### src/rtl/exp_engine_pkg.sv
// Shared definitions for the fixed-point exponential engine: FSM encoding,
// Q-format constants and the reciprocal generator used to fill the ROM.
package exp_engine_pkg;

  typedef enum logic [2:0] {
    IDLE = 3'd0,
    MULX = 3'd1,
    MULC = 3'd2,
    ACC  = 3'd3,
    DONE = 3'd4
  } state_e;

  // Default fractional width and the matching Q2.F constant for 1.0.
  localparam int              DEF_F    = 16;
  localparam longint unsigned ONE      = 64'd1 << DEF_F;
  // Integer bits of the term/accumulator format (values stay below 4.0).
  localparam int              INT_BITS = 2;

  // floor(2^f / i); only ever evaluated at elaboration time.
  function automatic longint unsigned recip_val(input int f, input int i);
    return (longint'(1) << f) / longint'(i);
  endfunction

endpackage

### src/rtl/recip_rom.sv
// Constant reciprocal table: recip[i] = floor(2^F / i) for i = 1..TERMS-1,
// F+1 bits wide so that recip[1] = 2^F is representable.
module recip_rom
  import exp_engine_pkg::*;
#(
  parameter int F     = 16,
  parameter int TERMS = 8
) (
  input  logic [3:0] idx_i,
  output logic [F:0] recip_o
);

  logic [F:0] rom [16];

  // Fill the table with elaboration-time constants; unused slots read zero.
  for (genvar i = 0; i < 16; i++) begin : g_rom
    if (i >= 1 && i < TERMS) begin : g_val
      assign rom[i] = (F+1)'(recip_val(F, i));
    end else begin : g_zero
      assign rom[i] = '0;
    end
  end

  // NOTE: the table is pure constants, so it has no reset and no storage.
  always_comb recip_o = rom[idx_i];

endmodule

### src/rtl/exp_engine.sv
// Iterative e^x engine: truncated Taylor series, one multiply per cycle
// through a single shared multiplier, accumulated in Q2.F.
module exp_engine
  import exp_engine_pkg::*;
#(
  parameter int F     = 16,
  parameter int TERMS = 8
) (
  input  logic         clk,
  input  logic         rst,
  input  logic         eng_start,
  input  logic [F-1:0] x_in,
  output logic         eng_done,
  output logic [F+1:0] result,
  output logic         busy
);

  localparam int             PW       = 2*F + INT_BITS + 1;
  localparam logic [F+1:0]   ONE_Q    = (F+2)'(1) << F;
  localparam logic [3:0]     LAST_IDX = 4'(TERMS-1);

  state_e         state_q, state_d;
  logic [F-1:0]   x_q, x_d;
  logic [F+1:0]   term_q, term_d;
  logic [F+1:0]   acc_q, acc_d;
  logic [3:0]     idx_q, idx_d;

  logic [F:0]     recip;
  logic [F:0]     mul_b;
  logic [PW-1:0]  prod;

  recip_rom #(
    .F    (F),
    .TERMS(TERMS)
  ) u_recip_rom (
    .idx_i  (idx_q),
    .recip_o(recip)
  );

  // Second multiplier operand: 1/idx while dividing, otherwise the operand x.
  always_comb mul_b = (state_q == MULC) ? recip : {1'b0, x_q};

  // Full-width product; the term update takes it >> F (truncation).
  assign prod = PW'(term_q) * PW'(mul_b);

  // Next-state and datapath update for the series iteration.
  always_comb begin
    // NOTE: every target gets a hold-value default first, so no path leaves
    // it unassigned and no latch is inferred.
    state_d = state_q;
    x_d     = x_q;
    term_d  = term_q;
    acc_d   = acc_q;
    idx_d   = idx_q;
    case (state_q)
      IDLE: begin
        if (eng_start) begin
          x_d     = x_in;
          term_d  = ONE_Q;
          acc_d   = ONE_Q;
          idx_d   = 4'd1;
          state_d = MULX;
        end
      end
      MULX: begin
        term_d  = (F+2)'(prod >> F);
        state_d = MULC;
      end
      MULC: begin
        term_d  = (F+2)'(prod >> F);
        state_d = ACC;
      end
      ACC: begin
        acc_d = acc_q + term_q;
        if (idx_q == LAST_IDX) begin
          state_d = DONE;
        end else begin
          idx_d   = idx_q + 4'd1;
          state_d = MULX;
        end
      end
      DONE:    state_d = IDLE;
      default: state_d = IDLE;
    endcase
  end

  // State and datapath registers with synchronous reset.
  always_ff @(posedge clk) begin
    // NOTE: non-blocking assignments so every register samples the
    // pre-edge values regardless of statement order.
    if (rst) begin
      state_q <= IDLE;
      x_q     <= '0;
      term_q  <= '0;
      acc_q   <= '0;
      idx_q   <= '0;
    end else begin
      state_q <= state_d;
      x_q     <= x_d;
      term_q  <= term_d;
      acc_q   <= acc_d;
      idx_q   <= idx_d;
    end
  end

  assign result   = acc_q;
  assign eng_done = (state_q == DONE);
  assign busy     = (state_q != IDLE);

endmodule
### config.mk
export PLATFORM = sky130hd
export DESIGN_NAME = exp_engine
export DESIGN_NICKNAME = d
export VERILOG_FILES = /design/src/rtl/exp_engine_pkg.sv /design/src/rtl/recip_rom.sv /design/src/rtl/exp_engine.sv
export SDC_FILE = /design/constraint.sdc
export NUM_CORES = 1
export LEC_CHECK = 0
export CAP_MARGIN = 20
export CORE_MARGIN = 1
export CORE_UTILIZATION = 41
export CTS_CLUSTER_DIAMETER = 150
export CTS_CLUSTER_SIZE = 28
export DETAILED_ROUTE_END_ITERATION = 16
export GPL_TIMING_DRIVEN = 0
export PLACE_DENSITY_LB_ADDON = 0.05
export SETUP_SLACK_MARGIN = 0.05
export SYNTH_ARGS = -nofsm -noshare
export SYNTH_HDL_FRONTEND = slang
export SYNTH_HIERARCHICAL = 1
export SYNTH_SLANG_ARGS = --single-unit
### constraint.sdc
create_clock -name clk -period 8.3 [get_ports clk]
set_input_delay 1.245 -clock clk [delete_from_list [all_inputs] [get_ports clk]]
set_output_delay 1.245 -clock clk [all_outputs]
set_load 0.1 [all_outputs]
Yosys cells after proc, flatten, opt, wreduce, memory -nomap -nowiden. Memory sizes are Yosys's and may differ from the RTL's. Cells that the tools add are included.

Flip-flop bits (word level): 59. Word-level logic and storage cells: 39. Output and inout port bits: 20. Memory bits (read-only): 272. Memories kept: 1.

Memories: (name not given) (depth 16, width 17, rd ports 1, clocked after memory_dff 0, wr ports 0, RTL line recip_rom.sv:25) `always_comb recip_o = rom[idx_i];`.

$mul: 1. Magnitude comparators: 1. Bitwise gates (word level): 1. Reduce and logical (&&, ||, !) cells: 9. Multiplexer cells: 12. Add/subtract/negate cells: 2. Equal/unequal tests: 7.

Operators with widths (number): 18-bit case mux with 2 select lines (2); 17-bit 2-to-1 mux (3); 18-bit by 17-bit multiplier with 34-bit output (1); 18-bit adder (1); 18-bit 2-to-1 mux (1); 3-bit case mux with 4 select lines (1); 4-bit 2-to-1 mux (2); 4-bit case mux with 2 select lines (1); 3-bit by 2-bit == test with 1-bit output, second input constant (2); 3-bit 2-to-1 mux (2); 2-bit AND reduction (3); 5-bit greater-or-equal comparator, second input constant (1); 4-bit NOT with 5-bit output (1); 4-bit by 1-bit adder with 4-bit output, second input constant (1); 4-bit by 3-bit == test with 1-bit output, second input constant (1); 2-bit inequality test, second input constant (2); 2-bit nonzero test (2); 3-bit by 1-bit == test with 1-bit output, second input constant (1); 3-bit == test, second input constant (1); 3-bit zero test (1); 3-bit AND reduction (1); 3-bit nonzero test (1); 2-bit OR reduction (1).

Logic depth before layout (Yosys ltp).
Depth after elaboration: 7. Depth in mapped cells: 28. Gate-level depth less buffers: 26.

Modules after synthesis. The synthesis kept the hierarchy.

Modules (own cells, without submodules): exp_engine (instances 1, seq. area each 1181.1 um^2, cells each 1468, area each 12645.9 um^2); recip_rom (instances 1, seq. area each 0.0 um^2, cells each 30, area each 211.5 um^2).

Worst setup path before layout. Ideal clock, no wire load.

Kind: flip-flop to flip-flop. Start: register state_q[1]. End: register term_q[11]. Cell stages (with the launch flop): 25. Slack: 785 ps. Data required time: 8183 ps. Setup time: 117 ps. Arrival time: 7397 ps. Period minus slack after synthesis: 7515 ps. Cells stage by stage: dfxtp_1 -> buf_2 -> nor3b_1 -> clkbuf_1 -> mux2_2 -> clkbuf_1 -> nand2_1 -> fa_1 -> fa_1 -> fa_1 -> inv_1 -> fa_1 -> fa_1 -> inv_1 -> fa_1 -> inv_1 -> ha_1 -> a21oi_1 -> o211ai_1 -> o21bai_1 -> a221o_1 -> o311ai_2 -> a21oi_1 -> or4_1 -> a32o_1.

Cells in the longest elaborated chain, start to end: 4. Elaborated cells on any way between the ends: 10. Those cells by class: mul: 1; eq/ne: 3; mux: 2; reduce/logical: 4.

RTL lines: start, declared (RTL line exp_engine.sv:22) `state_e state_q, state_d;`; start signal, assigned (RTL line exp_engine.sv:98) `state_q <= state_d;`; 3-bit by 2-bit == test with 1-bit output / 3-bit by 1-bit == test with 1-bit output (equally long branches) (RTL line exp_engine.sv:41, exp_engine.sv:55); 17-bit 2-to-1 mux / 2-bit OR reduction (equally long branches); 18-bit by 17-bit multiplier with 34-bit output / 2-bit nonzero test (equally long branches); 18-bit case mux with 2 select lines / 2-bit AND reduction (equally long branches); end signal, assigned (RTL line exp_engine.sv:100) `term_q <= term_d;`; end, declared (RTL line exp_engine.sv:24) `logic [F+1:0] term_q, term_d;`.

Parallel ways exist; a longest one is shown, timed or not. A chain may end at the register's enable or synchronous reset.

Worst setup path in the final report.
Start: register state_q[0]. End: register term_q[11].

The elaborated chain is that of the path after synthesis.

==> reports/metrics.cfg <==
[synthesis]
synth_area_per_cell_um2=8.58
synth_seq_cells=59
ys_warn_count=6
syn_area_um2=12900
ys_types=62
synth_flop_cell=dfxtp_1
synth_nets=1880
synth_edf_count=0
synth-async-reset-ratio=0
syn-instance-count=1498
yosysSeqAreaShare=0.0919

[power_and_ir_drop]
max-vdd-ir-drop_mv=0.0987
total_power_mw=1.02
power_frac_clock=0.374
switching_share=0.367
cell_internal_pwr_mw=0.644
cellLeakagePower_nw=6.90
pwr_density_cell_nw_per_um2=72.2
net-switching-power_mw=0.374
p_seq_frac=0.313
p_comb_frac=0.313

[drt]
antenna_left=0
first_iter_violations=389
wire_per_inst_um=19.2
firstDrtPassIters=4
wirelength_mm=37.2
route.detailed.drc=0
vias_per_cell=5.16
vias=10011

[sta]
maxSlewHeadroom=0.342
setup_viol=0
min_period_ps=7900
tightest_slew_ps=984
slew_viol_final=0
whs_ps=459
hold_violations=0
timing.final.ws_setup_ps=396
fin_crit_sh=0.952
fin_skew_ps=10.7
fmax_mhz=127
rsz0062_at_grt=false

[clock_tree]
cts_max_path_buffers=2
cts_buffers=9
postCtsHoldBufs=0
clkSlewWorstSetupHoldPaths_ps=50
cts_tree=done
root_buffer=clkbuf_16
cts_sinks=59
htree_levels=3
insertion_delay_ps=330

[global_route]
overflow=0
grt_pass1_vias=10483
grt_usage=0.248
antenna_found_initial=1
grt_start_max_net_pins=19
grt_pass1_wl_mm=58.8

[status]
status=completed

[layout]
final_common_cell=inv_1
syn_to_final_growth_pct=9.60
drive_gt1_frac=0.0369
layout.nets=1923
final_cell_mix=inv_1, nand2_1, fa_1

[job]
drv_cap=0

[worst_hold_path]
min-delay-start=x_q[2]$_SDFFE_PP0P_
holdPathStages=2
hold_path_class=reg -> reg

[critical_path]
reg2reg_slack_ps=400
cp-start-kind=flip-flop
timing.critical_path.from=state_q[0]$_SDFFE_PP0P_
endpoint_kind=flip-flop
r2r_start=state_q[0]$_SDFFE_PP0P_
r2r_cells=25
cp.required_ps=8520
criticalPathCategory=reg -> reg
crit_arrival_ps=8130
cp_max_fo=10

[die]
die_area_um2=32100
boundaryPins=39
fp.dieH_um=179
coreArea_um2=30700
start_util=0.418
row_count=64
chipWidth_um=179

[place]
preCtsSetupSlack_ps=-698
place_congestion=0.834
port_buffers=38
dpl.hpwl_mm=30.8

## per-stage QoR
| stage | instance area, um^2 | util | TNS, ps | std cells |
|---|---|---|---|---|
| after floorplan | 12900 | - | 0 | 1498 |
| after global placement | 13700 | 0.447 | -6510 | 1932 |
| after detailed placement | 13700 | 0.447 | -6760 | 1932 |
| after CTS | 14100 | 0.458 | 0 | 1944 |
| after global routing | 14100 | 0.458 | 0 | 1940 |
| final | 14100 | 0.458 | 0 | 1941 |
## critical path: stages (launching register included)
cell and delay (ps):
dfxtp_1 290, clkbuf_1 190, nor3b_4 260, buf_12 160, mux2i_2 550, clkbuf_2 390
nor2b_1 110, fa_1 490, inv_1 50, fa_1 480, fa_1 510, inv_1 50
fa_1 500, fa_1 490, inv_1 50, fa_1 480, inv_1 50, ha_1 330
a21oi_1 310, o211ai_1 140, o21bai_1 230, a221o_2 500, o311ai_2 340, a21oi_1 150
or4_1 410, a32o_1 260
## power by group through the flow
stage	clock network (mW)	logic [mW]	registers, mW
2_1_floorplan	0	0.191	0.320
3_3_place_gp	0	0.310	0.323
3_5_place_dp	0	0.313	0.323
4_1_cts	0.389	0.320	0.318
5_1_grt	0.398	0.350	0.319
6_report	0.381	0.319	0.318
## registers in the layout (all words and copies together), names as in the netlist
name,cells
term_q,18
result,18
idx_q,4
x_q,16
state_q,3
## area by class of cell
| type | instances | area (um^2) |
|---|---|---|
| sequential | 59 | 1180 |
| buffer | 66 | 283 |
| clock buffer | 12 | 267 |
| tap | 396 | 495 |
| clock inverter | 2 | 35.0 |
| antenna | 1 | 2.50 |
| fill | 3150 | 16700 |
| timing repair buffer | 39 | 400 |
| inverter | 301 | 1130 |
| multi-input combinational | 1065 | 10300 |
## timing repair
| item | 4_1_cts | 5_1_grt |
|---|---|---|
| endpoints found under the setup margin | 15 | 11 |
| pin swaps | 1 | 0 |
| resized for setup | 8 | 13 |
| buffers inserted | 1 | 0 |
## cell usage after synthesis, types with 4 or more instances
cell type / n / area (um^2)
buf_1: 13 / 48.8
nand4_1: 5 / 31.3
buf_4: 6 / 45.0
ha_1: 126 / 1580
nand2b_1: 11 / 68.8
o211ai_1: 4 / 30.0
a21o_1: 9 / 67.6
a22o_1: 8 / 70.1
nand2_1: 237 / 890
buf_2: 4 / 20.0
nor2_1: 31 / 116
fa_1: 237 / 4740
xor2_1: 14 / 123
mux2_2: 13 / 146
o21ai_0: 13 / 65.1
o21bai_1: 8 / 60.1
nor3_1: 14 / 70.1
nand3b_1: 6 / 45.0
and2_1: 79 / 494
clkbuf_1: 50 / 188
and3_1: 13 / 81.3
a31oi_1: 8 / 50.1
a21oi_1: 65 / 325
nor3b_1: 4 / 30.0
nor2b_1: 47 / 294
o31ai_1: 6 / 45.0
nand3_1: 21 / 105
dfxtp_1: 59 / 1180
o21a_1: 8 / 60.1
xnor2_1: 16 / 140
inv_1: 301 / 1130
a211oi_1: 6 / 45.0
or3_1: 9 / 56.3
## metal layers
layer  global-route usage  wire, um  vias to the layer above
met5                    0         0                        -
met4               0.0607       926                        0
met3               0.0348      1590                       45
met2                0.424     17900                      176
met1                0.327     16800                     5071
li1                     -         -                     4719
## worst paths after layout
| kind | to |
|---|---|
| max | term_q[11]$_SDFFE_PP0P_ |
| min | x_q[2]$_SDFFE_PP0P_ |
| max reg2reg | term_q[11]$_SDFFE_PP0P_ |
| min reg2reg | x_q[2]$_SDFFE_PP0P_ |
## kinds of logic (layout without fill, tap and decap cells)
| kind of cell | Yosys count | after routing | synth area share |
|---|---|---|---|
| flip-flops | 59 | 59 | 0.0919 |
| buffers and inverters | 374 | 420 | 0.111 |
| AND/OR/NAND/NOR | 494 | 494 | 0.188 |
| AO/OA/AOI/OAI | 162 | 162 | 0.0835 |
| XOR/XNOR | 30 | 30 | 0.0204 |
| other | 0 | 1 | 0 |
| multiplexers | 16 | 16 | 0.0137 |
| adder cells (fa/ha/maj) | 363 | 363 | 0.492 |
No activity file was read; power rests on OpenSTA's default activity.
